===== src/rtl/nexys_starship_spawner.sv =====
// Spawn scheduler feeding the four lane monster state machines with one-cycle *_random requests.
// Optional build macro NEXYS_SPAWN_BURST_EN: at level 3 one spawn event may fill two lanes.
module nexys_starship_spawner #(
    parameter int TICK_DIV        = 500000,
    parameter int BASE_INTERVAL   = 400,
    parameter int LEVEL_STEP      = 100,
    parameter int MIN_INTERVAL    = 100,
    parameter int LEVEL_UP_SPAWNS = 8
) (
    input  logic       Clk,
    input  logic       Reset,
    input  logic       play_flag,
    input  logic       game_over,
    input  logic [3:0] lane_full,
    output logic       top_random,
    output logic       bottom_random,
    output logic       left_random,
    output logic       right_random,
    output logic [1:0] level,
    output logic       spawn_busy
);
    localparam int PW = (TICK_DIV > 1) ? $clog2(TICK_DIV) : 1;
    localparam logic [PW-1:0]      PRESC_LAST = PW'(TICK_DIV - 1);
    localparam logic signed [13:0] BASE_S     = 14'(BASE_INTERVAL);
    localparam logic signed [13:0] STEP_S     = 14'(LEVEL_STEP);
    localparam logic signed [13:0] MIN_S      = 14'(MIN_INTERVAL);

    typedef enum logic [2:0] {IDLE, LOAD, WAIT, PICK, SPAWN} state_t;

    state_t             state_reg, state_next;
    logic [15:0]        lfsr_reg;
    logic [PW-1:0]      presc_reg;
    logic [11:0]        interval_reg;
    logic [3:0]         spawn_cnt_reg;
    logic [1:0]         level_reg;
    logic [3:0]         rand_reg, rand_next;
    logic               busy_reg;
    logic               tick;
    logic [3:0]         probe_free;
    logic [3:0]         pick_vec;
    logic [1:0]         pick_limit;
    logic [1:0]         probe_idx;
    logic [1:0]         found;
    logic signed [13:0] lvl_raw, lvl_int;
    logic [4:0]         spawn_inc;

    // Free-running so spawn patterns depend on when the player acts.
    always_ff @(posedge Clk or posedge Reset) begin
        if (Reset)
            lfsr_reg <= 16'hACE1;
        else
            lfsr_reg <= {lfsr_reg[14:0], lfsr_reg[15] ^ lfsr_reg[13] ^ lfsr_reg[12] ^ lfsr_reg[10]};
    end

    assign tick = (state_reg == WAIT) && (presc_reg == PRESC_LAST);

    // Signed so that a level step past the base clamps to the floor instead of wrapping.
    assign lvl_raw   = BASE_S - $signed({12'd0, level_reg}) * STEP_S;
    assign lvl_int   = (lvl_raw < MIN_S) ? MIN_S : lvl_raw;
    assign spawn_inc = {1'b0, spawn_cnt_reg} + 5'd1;

`ifdef NEXYS_SPAWN_BURST_EN
    assign pick_limit = (level_reg == 2'd3) ? 2'd2 : 2'd1;
`else
    assign pick_limit = 2'd1;
`endif

    // probe_free[k] is lane (start + k) mod 4, i.e. lanes in probe order.
    generate
        for (genvar gi = 0; gi < 4; gi++) begin : g_probe
            assign probe_free[gi] = ~lane_full[lfsr_reg[1:0] + 2'(gi)];
        end
    endgenerate

    always_comb begin
        pick_vec  = 4'd0;
        found     = 2'd0;
        probe_idx = 2'd0;
        for (int k = 0; k < 4; k++) begin
            probe_idx = lfsr_reg[1:0] + 2'(k);
            if (probe_free[k] && (found != pick_limit)) begin
                pick_vec[probe_idx] = 1'b1;
                found = found + 2'd1;
            end
        end
    end

    always_comb begin
        state_next = state_reg;
        case (state_reg)
            IDLE:    if (play_flag) state_next = LOAD;
            LOAD:    state_next = WAIT;
            WAIT:    if (tick && interval_reg == 12'd1) state_next = PICK;
            PICK:    state_next = (pick_vec != 4'd0) ? SPAWN : LOAD;
            SPAWN:   state_next = LOAD;
            default: state_next = IDLE;
        endcase
        if (game_over)
            state_next = IDLE;
        rand_next = (state_reg == PICK && !game_over) ? pick_vec : 4'd0;
    end

    always_ff @(posedge Clk or posedge Reset) begin
        if (Reset) begin
            state_reg     <= IDLE;
            presc_reg     <= '0;
            interval_reg  <= 12'd0;
            spawn_cnt_reg <= 4'd0;
            level_reg     <= 2'd0;
            rand_reg      <= 4'd0;
            busy_reg      <= 1'b0;
        end else begin
            state_reg <= state_next;
            rand_reg  <= rand_next;
            busy_reg  <= (state_next != IDLE);
            // Restarting the prescaler on WAIT entry keeps each interval an exact tick multiple.
            presc_reg <= (tick || state_reg != WAIT) ? '0 : presc_reg + PW'(1);
            if (state_next == IDLE) begin
                interval_reg  <= 12'd0;
                spawn_cnt_reg <= 4'd0;
                level_reg     <= 2'd0;
            end else begin
                case (state_reg)
                    LOAD: interval_reg <= 12'(lvl_int + 14'(lfsr_reg[7:2]));
                    WAIT: if (tick) interval_reg <= interval_reg - 12'd1;
                    SPAWN: begin
                        if (spawn_inc == 5'(LEVEL_UP_SPAWNS) && level_reg != 2'd3) begin
                            level_reg     <= level_reg + 2'd1;
                            spawn_cnt_reg <= 4'd0;
                        end else if (spawn_inc <= 5'(LEVEL_UP_SPAWNS)) begin
                            spawn_cnt_reg <= spawn_inc[3:0];
                        end
                    end
                    default: ;
                endcase
            end
        end
    end

    assign top_random    = rand_reg[0];
    assign bottom_random = rand_reg[1];
    assign left_random   = rand_reg[2];
    assign right_random  = rand_reg[3];
    assign level         = level_reg;
    assign spawn_busy    = busy_reg;

endmodule


===== config.mk =====
export PLATFORM = sky130hd
export DESIGN_NAME = nexys_starship_spawner
export DESIGN_NICKNAME = d
export VERILOG_FILES = /design/src/rtl/nexys_starship_spawner.sv
export SDC_FILE = /design/constraint.sdc
export NUM_CORES = 1
export LEC_CHECK = 0
export ABC_AREA = 1
export BUFFER_PORTS_ARGS = -buffer_cell sky130_fd_sc_hd__clkbuf_2
export CORE_UTILIZATION = 43
export DETAILED_ROUTE_END_ITERATION = 10
export PLACE_DENSITY = 0.66
export SLEW_MARGIN = 40
export SYNTH_ARGS = -nofsm -noshare
export SYNTH_HDL_FRONTEND = slang
export SYNTH_SLANG_ARGS = --single-unit
export TNS_END_PERCENT = 100

===== constraint.sdc =====
create_clock -name Clk -period 3.4 [get_ports Clk]
set_clock_uncertainty 0.05 [all_clocks]
set_input_delay 0.68 -clock Clk [delete_from_list [all_inputs] [get_ports Clk]]
set_output_delay 0.68 -clock Clk [all_outputs]
set_load 0.03 [all_outputs]

# [Yosys cells after proc, flatten, opt, wreduce, memory -nomap -nowiden]
# Index checks and enable logic that the tools add are counted.
[op_classes] n_bitwise=9 reduce_logical=24 div=0 add_sub_neg=11 n_mux=41 n_eq_ne=13 multipliers=1 shifts=0 order_cmp=10
[op_table] operator="$mux 12" count=3
[op_table] operator="$mux 4" count=9
[op_table] operator="$pmux 12 s2" count=1
[op_table] operator="$add 19x1->19 const B" count=1
[op_table] operator="$eq 19x19->1 const B" count=1
[op_table] operator="$mux 19" count=1
[op_table] operator="$pmux 3 s5" count=1
[op_table] operator="$add 12x6->12" count=1
[op_table] operator="$eq 12x1->1 const B" count=1
[op_table] operator="$lt 2x3->1 const B" count=4
[op_table] operator="$mux 3" count=4
[op_table] operator="$or 4x4->4" count=3
[op_table] operator="$sub 12x1->12 const B" count=1
[op_table] operator="$logic_and 1x1->1" count=11
[op_table] operator="$lt 10x8->1 const B" count=1
[op_table] operator="$mux 2" count=5
[op_table] operator="$sub 9x9->10 const A" count=1
[op_table] operator="$mux 1" count=9
[op_table] operator="$reduce_bool 3->1" count=3
[op_table] operator="$add 2x1->2 const B" count=4
[op_table] operator="$bmux 1 s2" count=4
[op_table] operator="$demux 1 s2" count=4
[op_table] operator="$ge 2x1->1 const B" count=4
[op_table] operator="$mul 2x5->7 const B" count=1
[op_table] operator="18 further kinds" count=31
[totals] rom_bits=0 latch_bits=0 mem_bits_rw=0 output_inout_bits=7 regBits=61 memories=0 elab_cells=117 in_bits=8

# [Logic depth before layout (Yosys ltp)]
# Gate-level depths: netlist of run 1.
[depth] ltp_word=19 ltp_mapped=22

# [Least setup slack after synthesis of run 1]
# Ideal clock, no wire load.
[synth_timing] path_type="flip-flop to flip-flop" from="register level_reg[0], in the netlist level[0]" to="register interval_reg[8]" setup_time_ns=0.118 period_less_slack_ns=3.171 slack_ns=0.229 path_stages_with_launch=22 path_buffers=0 t_required_ns=3.232 arrival_time_ns=3.003 path_cell_list="dfrtp_1 > inv_1 > ha_1 > inv_1 > nand2_1 > nor2_1 > ha_1 > inv_1 > nand2_1 > ha_1 > fa_1 > nand2_1 > inv_1 > o21a_1 > nor2_1 > nor2_1 > xnor2_1 > nand2_1 > o21ai_0 > inv_1 > nand3_1 > nand2_1"
[synth_via] elab_chain_len=7
[synth_lines] element="from (decl)" line_no="35" rtl="logic [1:0] level_reg;"
[synth_lines] element="from (signal assigned)" line_no="128" rtl="level_reg <= level_reg + 2'd1;"
[synth_lines] element="$mul 2x5->7 *" line_no="58" rtl="assign lvl_raw = BASE_S - $signed({12'd0, level_reg}) * STEP_S;"
[synth_lines] element="$sub 9x9->10 *" line_no="58"
[synth_lines] element="$lt 10x8->1" line_no="59" rtl="assign lvl_int = (lvl_raw < MIN_S) ? MIN_S : lvl_raw;"
[synth_lines] element="$mux 12 *" line_no="59"
[synth_lines] element="$add 12x6->12 *" line_no="124" rtl="LOAD: interval_reg <= 12'(lvl_int + 14'(lfsr_reg[7:2]));"
[synth_lines] element="$pmux 12 s2 *" line_no="123" rtl="case (state_reg)"
[synth_lines] element="$mux 12 *" line_no="118" rtl="if (state_next == IDLE) begin"
[synth_lines] element="to (signal assigned)" line_no="124"
[synth_lines] element="to (signal assigned)" line_no="125" rtl="WAIT: if (tick) interval_reg <= interval_reg - 12'd1;"
[synth_lines] element="to (decl)" line_no="33" rtl="logic [11:0] interval_reg;"
# Every way passes the cells marked *; elsewhere a longest branch is shown, timed or not.
# A chain may end at the register's enable or synchronous reset.

# [Final worst setup path of run 1]
# Same ends and word-level chain as after synthesis.

==> results of run 1 <==
## cell usage in the layout (no fill, tap or decap), types with 2 or more instances in the layout
cell type / n
nand2_1: 99
inv_1: 58
dfrtp_1: 51
nor2_1: 45
nand3_1: 45
o21ai_0: 17
a21oi_1: 17
ha_1: 16
clkbuf_2: 14
nor3_1: 12
clkbuf_8: 11
xor2_1: 10
nor2_2: 8
a21oi_2: 8
dfstp_2: 8
nand4_1: 7
nand2_2: 7
buf_4: 6
inv_2: 5
xnor2_1: 5
nor4_1: 3
nand3_2: 3
o21a_1: 3
or2_2: 2
o211ai_1: 2
ha_2: 2
clkinv_2: 2
dfrtp_2: 2
## critical path: cells and delay by family, from the launching register on
kind | cells | cell delay, ns
compound gates | 2 | 0.24
xor+xnor | 1 | 0.13
fa+ha+maj | 4 | 1.10
buf+inv | 5 | 0.32
flops | 1 | 0.43
simple gates | 9 | 0.69
## cell families after synthesis
logic type,Yosys count
and+or+nand+nor,239
xor gates and xnor gates,15
AOI/OAI and AO/OA,50
adders and majority gates,19
DFF,61
buffers and inverters,69
## stage by stage
| step | instances | setup WS [ns] |
|---|---|---|
| after floorplan | 453 | 0.229 |
| after global placement | 568 | 0.304 |
| after detailed placement | 568 | 0.186 |
| after CTS | 584 | 0.153 |
| after global routing | 585 | 0.00341 |
| final | 585 | 0.334 |
## power by group through the flow
stage	sequential (mW)	clock [mW]	combinational (mW)
2_1_floorplan	0.763	0	0.139
3_3_place_gp	0.761	0	0.181
3_5_place_dp	0.761	0	0.184
4_1_cts	0.748	0.680	0.185
5_1_grt	0.749	0.714	0.208
6_report	0.748	0.667	0.182
## worst paths after layout
check | end | slack, ns
max | interval_reg[8]$_DFFE_PP0P_ | 0.33
min | presc_reg[0]$_DFF_PP0_ | 0.22
max reg2reg | interval_reg[8]$_DFFE_PP0P_ | 0.33
min reg2reg | lfsr_reg[15]$_DFF_PP1_ | 0.31
max in group asynchronous | lfsr_reg[13]$_DFF_PP1_ | 2.41
min in group Clk | lfsr_reg[15]$_DFF_PP1_ | 0.31
## layer usage
layer,part of all wire,track usage
met1,0.49,0.244
met2,0.47,0.320
met3,0.025,0.0407
met4,0.017,0.0744
met5,0,0
## what timing repair did
action,in CTS,in global routing
hold endpoints to repair,0,0
endpoints found under the setup margin,0,3
gates resized for setup,0,6
setup buffers,0,1
## area by class of cell
| cell class | count | area, µm² |
|---|---|---|
| clock buffers | 12 | 155 |
| clock inverters | 4 | 47.5 |
| fillers | 743 | 3890 |
| inverters | 63 | 236 |
| multi-input cells | 323 | 1780 |
| flip-flops and latches | 61 | 1540 |
| well taps | 102 | 128 |
| repair buffers | 20 | 115 |
==> run summary, run 1 <==
The count of distinct cell types in the synthesized netlist was 37. The shortest period the worst path allows was 3.07 ns; the wire length per cell was 12.5 µm. The remaining routing DRC violations was 0; the worst-margin pin slew was 0.387 ns.

Measured along the x axis, the die boundary spans 93.3 µm. For the register share of total power, the log shows 0.468. The initial cell density of the core came out at 0.454. In this run the standard cell core region covers 7890 µm².

Entering global routing, the biggest net connects 27 pins. The logs give 0.417 for the part of the total power dissipated in the clock network and 0.34 ns for the worst-skew pair later-pin latency. TritonCTS built the clock tree.

Derived from the worst setup path, the maximum achievable clock frequency is 326 MHz. The startpoint identified for the worst register-to-register timing path is level[0]$_DFFE_PP0P_. The tightest hold path in the finished design has a slack of 0.217 ns. In the post-synthesis netlist, the biggest area contributors are dfrtp_1, nand2_1, ha_1.

The total number of clock tree sinks is 61, and the fraction of final layout cells sized beyond drive strength 1 is 0.174. The power density of the placed cells is 399 nW/µm². The vertical die dimension is 93.3 µm. Relative to the synthesized area, the layout overhead comes to 11.6%. At the end of the flow, the number of nets in the layout was 505.

The share of the synthesized netlist area taken by xor and xnor gates is 0.0366. The number of antenna diodes in the final layout is 0. Class of the most critical hold timing path: input port to asynchronous set/reset pin. Counting instances in the post-synthesis netlist gives the leading cell types as nand2_1, inv_1, dfrtp_1. The total power after layout came out at 1.60 mW. Final standard cell area without fillers: 4000 µm². At the worst endpoint, the required time is 3.58 ns. VDD sags by at most 0.000239 V. The detail route stage leaves a number of antenna-violating nets equal to 0. After detailed placement, the total cell area comes to 3780 µm². The die covers 8710 µm².

The HPWL after detailed placement is 5250 µm. Data on the critical path arrives at its endpoint at 3.25 ns. The violation count after the first detailed-route iteration came out at 195.

Input and output buffers added on the ports amount to 14. The headroom to the max-slew limit is 0.742, and the cts-stage hold buffer count is 0. For the cell-internal power, the log shows 1.17 mW. The post-synthesis mux area share is 0.

Measured in cells, the most critical reg-to-reg path has a length of 21. The number of clock buffers inserted by TritonCTS came out at 9. Row generation in the floorplan step produced 32 rows.

The area share of the largest cell type after synthesis was 0.370. The portion of total power attributed to combinational logic was 0.114. Summing over every cut layer, the via total after detailed routing is 2,889. In this run the power spent charging and discharging nets is 430 µW. The final number of max-transition violations is 0.

The core occupancy in the finished layout was 0.507. For the number of optimization iterations in the first detailed-route pass, the log shows 4. The top cell type by total area after synthesis was dfrtp_1. Setup repair after global routing left no endpoint under its margin.

The simple logic cell fraction of the synthesized area was 0.306; the largest fanout on the critical path was 5. Most instantiated flip-flop cell in the synthesis netlist: dfrtp_1. The synthesized design contains 0 enable-type register cells. The switching part of the total was 0.269. The arithmetic-cell share of the synthesized area counting full adders, half adders and majority gates came out at 0.0684. In this run the deepest clock path goes through 2 buffers. The synthesis warning total is 0, and the final wirelength is 7320 µm.

Most frequent cell after synthesis: nand2_1. For the post-synthesis sequential area ratio, the log shows 0.429. The tools report the global placement routability congestion as 0.846.

Largest family of logic cells by synthesized area: simple AND/OR/NAND/NOR gates. STA classifies the critical path startpoint as a flip-flop. The cell chosen for the clock root was clkbuf_8. The synthesized-area fraction occupied by ao, oa, aoi and oai cells is 0.0834, and the share of flip-flops with an asynchronous set or reset after synthesis is 1.00. The share of the cycle needed by the critical path after routing was 0.902; the clock slew at the register clock pins of the worst setup and hold paths was 0.07 ns.

Hold violation count in the final report: 0. Counting every net in the synthesized netlist gives 480. Global-route congestion overflow total: 0.

The critical path in this run is classified as flip-flop to flip-flop. For the global-route usage over all layers, the log shows 0.192. The most critical setup path has its startpoint at level[0]$_DFFE_PP0P_. After detailed routing, the number of vias per cell comes to 4.94. The number of antenna violations at the first check in global routing is 0. The global-route wire length before repair is 13,000 µm. Traced cell by cell, the critical path runs through inv_2 -> ha_2 -> inv_1 -> nand2_1 -> nor2_1 -> ha_1 -> inv_1 -> nand2_1 -> ha_2 -> fa_1 -> nand2_1 -> inv_1 -> o21a_1 -> nor2_2 -> nor2_1 -> xnor2_1 -> nand2_1 -> o21ai_0 -> inv_1 -> nand3_1 -> nand2_1. Setup violations remaining at the end of the flow were counted as 0.

The tools report the H-tree depth as 3. After synthesis the netlist holds a flip-flop and latch count of 61. For this run, the slowest stage of the critical path takes 0.43 ns. The average cell area after synthesis was 7.91 µm². The worst setup path is captured at a flip-flop.

The top-level port count is 15. The analysis attributes to cell leakage a power of 1.94 nW. The number of flip-flops under the largest register name came out at 19.

The flow ran to the end, and the final reports show no timing, DRC or antenna violations. Counting stages on the worst path, the most repeated cell is nand2_1. The via count of the first global-routing pass was 2,900; the synthesized area was 3580 µm². In the synthesized netlist, the number of instances is 453. Max-cap violations in this run came to 0.

In the final timing run, aggregate negative setup slack is 0 ns. The slowest cell on the critical path was dfrtp_2.
No activity file was read; power rests on OpenSTA's default activity.
==> run 2, diff against run 1 <==
ABC_AREA = default   (was 1)
==> run 2 against run 1 <==
Against the previous run: global-route usage down 1.4 points; die area down 1.4%; non-clock buffer count down 2; combinational power up 31%; power up 7.3%; sequential cell count unchanged; cell area down 2.1%; sequential power up 2%; register-to-register slack worse by 0.06 ns; critical path depth down 8; largest power group unchanged; highest routed layer unchanged.
==> run summary, run 2 <==
The logs give 0 (unchanged) for the global-route congestion overflow total and 0 (unchanged) for the remaining routing DRC violations. The post-cts gate resize count is 0 (unchanged). The diode insertion count for antenna repair is 0 (unchanged), and the synthesis warning total is 0 (unchanged). TritonCTS built the clock tree. For the post-CTS setup buffer count, the log shows 0 (unchanged).

The tools report the final number of max-transition violations as 0 (unchanged). Setup repair after global routing left no endpoint under its margin. The logs give 2,636 (-8.8%) for the total vias in the final route and 765 (+3.0%) for the total of fill cells in the finished design.

The power density of the placed cells is 438 nW/µm² (+9.7%), and the number of optimization iterations in the first detailed-route pass is 4 (unchanged). The tools report the area enclosed by the die boundary as 8580 µm² (-1.4%). The tools report the maximum resistive drop on vdd as 0.000381 V (+59%). The largest fanout on the critical path is 7 (+2), and the achievable clock frequency is 320 MHz (-1.9%). Initial cell density of the core: 0.450 (-0.00422). The logs give 2 (unchanged) for the maximum root-to-sink buffer count and 3 (unchanged) for the H-tree depth. STA classifies the critical path startpoint as a flip-flop. The largest net degree at the start of global routing was 48 (+78%); the number of setup violations in the final report was 0 (unchanged).

The average via count per standard cell works out to 5.31 (+7.6%). Count of distinct cell types in the synthesized netlist: 60 (+62%). Overall die width: 92.7 µm (-0.70%). The clock slew at the register clock pins of the worst setup and hold paths was 0.08 ns (about the same).

Yosys attributes the largest share of cell area to dfrtp_1, ha_1, nor2_1. The run gives 15 (unchanged) as the top-level port count. The worst-margin pin slew is 0.697 ns (+0.311 ns). The fraction of final layout cells sized beyond drive strength 1 was 0.168 (-0.00640).

The switching component of the power is 472 µW (+9.8%), and the synthesized netlist net count is 399 (-17%). The number of antenna violations at the first check in global routing is 0 (unchanged), and the cell-internal power is 1.24 mW (+6.4%). The growth of design area from synthesis to finish was 10.8%. Average cell area after synthesis: 9.50 µm² (+20%). In the layout the commonest cells are nor2_1, dfrtp_1, nand2_1. The tree is rooted in a clkbuf_8. The part of the total power dissipated in the clock network is 0.414 (-0.003).

The switching part of the total was 0.275 (+0.00622). The area share of the largest cell type after synthesis is 0.375 (+0.00537), and the required time of the critical path is 3.55 ns (-0.03 ns). The number of synthesized flops with an enable pin was 0 (unchanged).

The most used flip-flop cell after synthesis is dfrtp_1. The worst setup path is of the flip-flop to flip-flop kind. The number of nets with antenna violations after detailed routing is 0 (unchanged). The tools report the max-cap violation count as 0 (unchanged). Arrival time of data at the critical path endpoint: 3.27 ns (+0.02 ns). For the synthesized area, the log shows 3530 µm² (-1.4%). The violation count after the first detailed-route iteration is 135 (-31%), and the final wirelength is 6660 µm (-9.0%).

The number of port buffers is 14 (unchanged). For the register share of total power, the log shows 0.446 (-0.022). The via count of the first global-routing pass came out at 2,577 (-11%).

The number of clock buffers inserted by TritonCTS was 9 (unchanged). The total of flip-flops plus latches after synthesis was 61 (unchanged). The core region area is 7850 µm² (-0.51%), and the share of the cycle needed by the critical path after routing is 0.919 (+0.0177).

The cell count after synthesis was 372 (-18%). The total power after layout was 1.71 mW (+7.3%). The share of flip-flops with an asynchronous set or reset after synthesis is 1.00 (unchanged). The vertical die dimension is 92.7 µm (-0.70%), and the worst-skew pair later-pin latency is 0.34 ns (about the same).

The flow ran to the end, and the final reports show no timing, DRC or antenna violations. The run gives 1.69 nW (-13%) as the leakage dissipation. After synthesis, the most frequently instantiated cells are nor2_1, dfrtp_1, nand2_1. The worst setup path is captured at a flip-flop. The number of rows in the core area was 32 (unchanged).

The number of flip-flops under the largest register name came out at 19 (unchanged). The global-route usage over all layers was 0.178 (-0.0138); the global-route wire length before repair was 11,900 µm (-8.4%). The global placement routability congestion was 0.835 (-1.2%); the total number of clock tree sinks was 61 (unchanged). The total negative slack for setup checks is 0 ns (unchanged), and the shortest period the worst path allows is 3.13 ns (+0.0602 ns). The wire length per cell works out to 13.4 µm (+7.3%).

Leaving out fill and tap cells, the most frequent cell in the layout is nor2_1. For the portion of total power attributed to combinational logic, the log shows 0.139 (+0.025). The headroom to the max-slew limit came out at 0.535 (-0.207). The most frequent cell after synthesis was nor2_1. Detailed placement HPWL: 4700 µm (-11%). The top cell type by total area after synthesis was dfrtp_1.

The net total in the final layout is 416 (-18%), and the post-synthesis sequential area ratio is 0.435 (+0.00622). The cts-stage hold buffer count came out at 0 (unchanged). For the hold violation count in the final report, the log shows 0 (unchanged). Class of the most critical hold timing path: flip-flop to flip-flop.
[run 2: final cells by class]
class | count | area, µm² | share of cell area
Sequential cell | 61 | 1540 | 0.393
Clock inverter | 7 | 98.8 | 0.0252
Clock buffer | 9 | 124 | 0.0316
Inverter | 15 | 58.8 | 0.0150
Tap cell | 102 | 128 | 0.0326
Multi-Input combinational cell | 284 | 1870 | 0.477
Timing Repair Buffer | 18 | 100 | 0.0256
[run 2: metrics by stage]
stage / std cells / area (µm²) / hold slack [ns] / utilization / worst slack [ns]
6_report: 496 / 3920 / 0.301 / 0.499 / 0.274
5_1_grt: 496 / 3920 / 0.306 / 0.499 / 0.0193
4_1_cts: 496 / 3910 / 0.304 / 0.499 / 0.147
3_5_place_dp: 480 / 3690 / 0.288 / 0.470 / 0.158
3_3_place_gp: 480 / 3690 / 0.288 / 0.470 / 0.251
2_1_floorplan: 372 / 3530 / 0.281 / - / 0.177
[run 2: power groups by stage]
stage	combinational (mW)	clock [mW]	sequential [mW]
finish	0.239	0.710	0.765
global route	0.268	0.758	0.768
CTS	0.241	0.736	0.765
detailed placement	0.240	0	0.778
global placement	0.237	0	0.777
floorplan	0.190	0	0.773
[run 2: worst max-delay path, stage by stage, from the launching register on]
cell and delay [ns]:
dfrtp_1 0.45, ha_1 0.28, nand2_1 0.09, nor2_1 0.04, ha_1 0.35, or2_2 0.31, ha_1 0.21, fa_1 0.41
a21o_1 0.17, a21o_1 0.21, nand2_1 0.09, xnor2_1 0.07, o211ai_1 0.16, a21oi_1 0.09
[run 2: cells by family (layout without fill, tap and decap cells)]
family | count (synthesis) | count (layout) | share of synthesized area
AND/OR/NAND/NOR | 154 | 154 | 0.217
AO/OA/AOI/OAI | 73 | 73 | 0.130
flip-flops | 61 | 61 | 0.435
buffers and inverters | 27 | 49 | 0.0368
adder cells (fa/ha/maj) | 19 | 19 | 0.0694
multiplexers | 8 | 8 | 0.0375
XOR/XNOR | 30 | 30 | 0.0744
[run 2: final timing paths]
| path | startpoint | end | slack, ns | depth (start not counted) |
|---|---|---|---|---|
| max | level[1]$_DFFE_PP0P_ | interval_reg[8]$_DFFE_PP0P_ | 0.27 | 13 |
| min | lfsr_reg[9]$_DFF_PP0_ | lfsr_reg[10]$_DFF_PP1_ | 0.30 | 0 |
| max reg2reg | level[1]$_DFFE_PP0P_ | interval_reg[8]$_DFFE_PP0P_ | 0.27 | 13 |
| min reg2reg | lfsr_reg[9]$_DFF_PP0_ | lfsr_reg[10]$_DFF_PP1_ | 0.30 | 0 |
| max in group asynchronous | Reset | presc_reg[3]$_DFF_PP0_ | 2.40 | 3 |
| min in group asynchronous | Reset | interval_reg[4]$_DFFE_PP0P_ | 0.34 | 2 |
[run 2: per-layer routing]
metal	share of wire	vias to the layer above	track usage
met1	0.48	1237	0.234
met2	0.47	49	0.280
met3	0.035	7	0.0534
li1	-	1343	-
met4	0.015	0	0.0641
met5	0	-	0
==> run 3, diff against run 2 <==
--- a/config.mk
+++ b/config.mk
@@ -9,4 +9,5 @@
 export CORE_UTILIZATION = 43
 export DETAILED_ROUTE_END_ITERATION = 10
+export HOLD_SLACK_MARGIN = 0.05
 export PLACE_DENSITY = 0.66
 export SLEW_MARGIN = 40
==> constraint.sdc (replaced) <==
create_clock -name Clk -period 3.4 [get_ports Clk]
set_clock_uncertainty 0.05 [all_clocks]
set_input_delay 0.34 -clock Clk [delete_from_list [all_inputs] [get_ports Clk]]
set_output_delay 0.34 -clock Clk [all_outputs]
set_load 0.03 [all_outputs]
==> run 3 against run 2 <==
Against the previous run: global-route usage down 0.37 points; worst hold slack worse by 0.14 ns; via count up 2.0%; cell area down 0.16%; power down 0.47%; setup slack worse by 0.044 ns; sequential power about the same; wire length up 0.65%; non-clock buffer count unchanged; combinational power about the same; core utilization down 0.080 points; clock power down 0.6%.
==> run summary, run 3 (synthesis results as in run 2) <==
Hold violation count in the final report: 0 (unchanged). The top-level port count was 15 (unchanged). Required time of the critical path: 3.55 ns (about the same). The tools report the cell-internal power as 1.24 mW (-0.28%).

The number of cells in the finished layout apart from fillers was 496 (unchanged); the number of optimization iterations in the first detailed-route pass was 4 (unchanged). The largest fanout on the critical path is 6 (-1), and the clock slew at the register clock pins of the worst setup and hold paths is 0.07 ns (about the same). The net total in the final layout is 416 (unchanged), and the portion of total power attributed to combinational logic is 0.138 (about the same). The tools report the switching component of the power as 467 µW (-0.95%). The tools report the achievable clock frequency as 315 MHz (-1.4%). The total negative slack for setup checks is 0 ns (unchanged). By startpoint and endpoint, the worst setup path is classified as flip-flop to flip-flop. The run gives 2,689 (+2.0%) as the total vias in the final route. The fraction of final layout cells sized beyond drive strength 1 is 0.165 (-0.00254), and the H-tree depth is 3 (unchanged). The shortest period the worst path allows was 3.17 ns (+0.0438 ns). The vertical die dimension came out at 92.7 µm (unchanged). The tools report the via count of the first global-routing pass as 2,577 (unchanged). The run gives 0.165 ns (-0.136 ns) as the worst hold slack. The worst-margin pin slew is 0.656 ns (-0.0414 ns). The run finished with clean final reports. For the headroom to the max-slew limit, the log shows 0.563 (+0.0276). The final number of max-transition violations is 0 (unchanged). Cell total after placement: 479 (-0.21%). For the number of rows in the core area, the log shows 32 (unchanged). The slowest stage of the critical path belongs to the cell dfrtp_2. The core region area is 7850 µm² (unchanged).

The area enclosed by the die boundary was 8580 µm² (unchanged). Number of antenna violations at the first check in global routing: 0 (unchanged). The number of port buffers works out to 14 (unchanged).

The cell chosen for the clock root is clkbuf_8. The run gives 169 (+25%) as the violation count after the first detailed-route iteration. The share of the cycle needed by the critical path after routing came out at 0.932 (+0.0129). Leaving out fill and tap cells, the most frequent cell in the layout is nor2_1. Leaving out fill and tap cells, the most frequent cells in the layout are nor2_1, dfrtp_1, nand2_1.

The class of the most critical hold timing path is input port to flip-flop. For the part of the total power dissipated in the clock network, the log shows 0.414 (about the same). The logs give 0 (unchanged) for the diode insertion count for antenna repair and 0.175 (-0.00370) for the global-route usage over all layers. The worst-skew pair later-pin latency is 0.34 ns (about the same). For the area after detailed placement, the log shows 3680 µm² (-0.27%). The remaining routing DRC violations was 0 (unchanged); the maximum cell stage delay along the critical path was 0.45 ns (about the same).

Power density of the placed cells: 436 nW/µm² (-0.31%). The core occupancy in the finished layout came out at 0.498 (-0.000797). The number of clock buffers inserted by TritonCTS is 9 (unchanged), and the average via count per standard cell is 5.42 (+2.0%). Number of flip-flops under the largest register name: 19 (unchanged).

The largest net degree at the start of global routing is 43 (-10%), and the arrival time of data at the critical path endpoint is 3.32 ns (+0.05 ns). Nature of the critical path startpoint: a flip-flop. The final standard cell area without fillers was 3910 µm² (-0.16%); the switching part of the total was 0.274 (-0.00135).

The total number of clock tree sinks came out at 61 (unchanged). The run gives 0.120 ns (-0.0377 ns) as the placement-stage worst setup slack. For the initial cell density of the core, the log shows 0.450 (unchanged). The tools report the global placement routability congestion as 0.866 (+3.6%).

For the global-route wire length before repair, the log shows 11,700 µm (-1.7%). The detailed placement HPWL was 4670 µm (-0.54%); the maximum root-to-sink buffer count was 2 (unchanged). Growth of design area from synthesis to finish: 10.7%. The tools report the number of setup violations in the final report as 0 (unchanged). TritonCTS built the clock tree. The leakage dissipation is 1.68 nW (-0.29%), and the total power after layout is 1.71 mW (-0.47%).

The overall die width came out at 92.7 µm (unchanged). The logs give 0 (unchanged) for the number of nets with antenna violations after detailed routing and 0.448 (+0.002) for the register share of total power. The critical path goes through inv_2 -> ha_2 -> nand2_1 -> nor2_1 -> ha_1 -> or2_2 -> ha_1 -> fa_1 -> a21o_1 -> a21o_1 -> xor2_1 -> nand2_1 -> a21oi_1 -> nor3_1. The max-cap violation count came out at 0 (unchanged).

For the global-route congestion overflow total, the log shows 0 (unchanged). Setup repair after global routing left no endpoint under its margin. The maximum resistive drop on vdd is 0.000222 V (-42%), and the final wirelength is 6700 µm (+0.65%). Wire length per cell: 13.5 µm (+0.65%).

The tools report the final worst slack as 0.230 ns (-0.0438 ns). STA classifies the critical path endpoint as a flip-flop.
run 3: changes by cell type in the layout (fill, tap and decap cells not counted):
cell / change
clkinv_2: +1
clkinv_4: -2
inv_2: +1
buf_4: -1
clkbuf_1: +1
ha_1: -1
inv_4: -1
dlygate4sd3_1: +1
ha_2: +1
run 3: repair_timing:
action | 4_1_cts | 5_1_grt
endpoints found under the hold margin | 19 | 0
hold buffers | 1 | 0
setup buffers | 0 | 0
endpoints found under the setup margin | 0 | 5
gates resized for setup | 0 | 4
run 3: routing by layer:
layer	global-route usage	up-vias	wire length, µm
li1	-	1336	-
met1	0.222	1309	3140
met2	0.290	36	3260
met5	0	-	0
met3	0.0550	8	228
met4	0.0436	0	74
run 3: layout make-up:
class	instances	area (µm²)
inverter	15	56.3
tap	102	128
multi-input combinational	284	1870
fill	768	3940
sequential	61	1540
timing repair buffer	18	103
clock buffer	10	128
clock inverter	6	86.3
run 3: worst paths after layout:
kind / to / cells past startpoint / from / slack (ns)
min: state_reg[1]$_DFF_PP0_ / 2 / game_over / 0.17
max: interval_reg[6]$_DFFE_PP0P_ / 14 / level[0]$_DFFE_PP0P_ / 0.23
min reg2reg: lfsr_reg[10]$_DFF_PP1_ / 0 / lfsr_reg[9]$_DFF_PP0_ / 0.30
min in group asynchronous: presc_reg[14]$_DFF_PP0_ / 3 / Reset / 0.46
max reg2reg: interval_reg[6]$_DFFE_PP0P_ / 14 / level[0]$_DFFE_PP0P_ / 0.23
max in group asynchronous: level[0]$_DFFE_PP0P_ / 4 / Reset / 1.95
run 3: worst max-delay path, delay by kind of cell (launching register included):
kind	cells	cell delay (ns)
AOI/OAI and AO/OA	3	0.52
adders and majority gates	4	1.15
xor gates and xnor gates	1	0.16
and+or+nand+nor	5	0.59
buffers and inverters	1	0.11
DFF	1	0.45
run 3: power groups by stage:
stage	Clock (mW)	Combinational (mW)	Sequential (mW)
floorplan	0	0.190	0.773
global placement	0	0.235	0.777
detailed placement	0	0.236	0.778
CTS	0.725	0.238	0.765
global route	0.755	0.266	0.767
finish	0.706	0.236	0.765
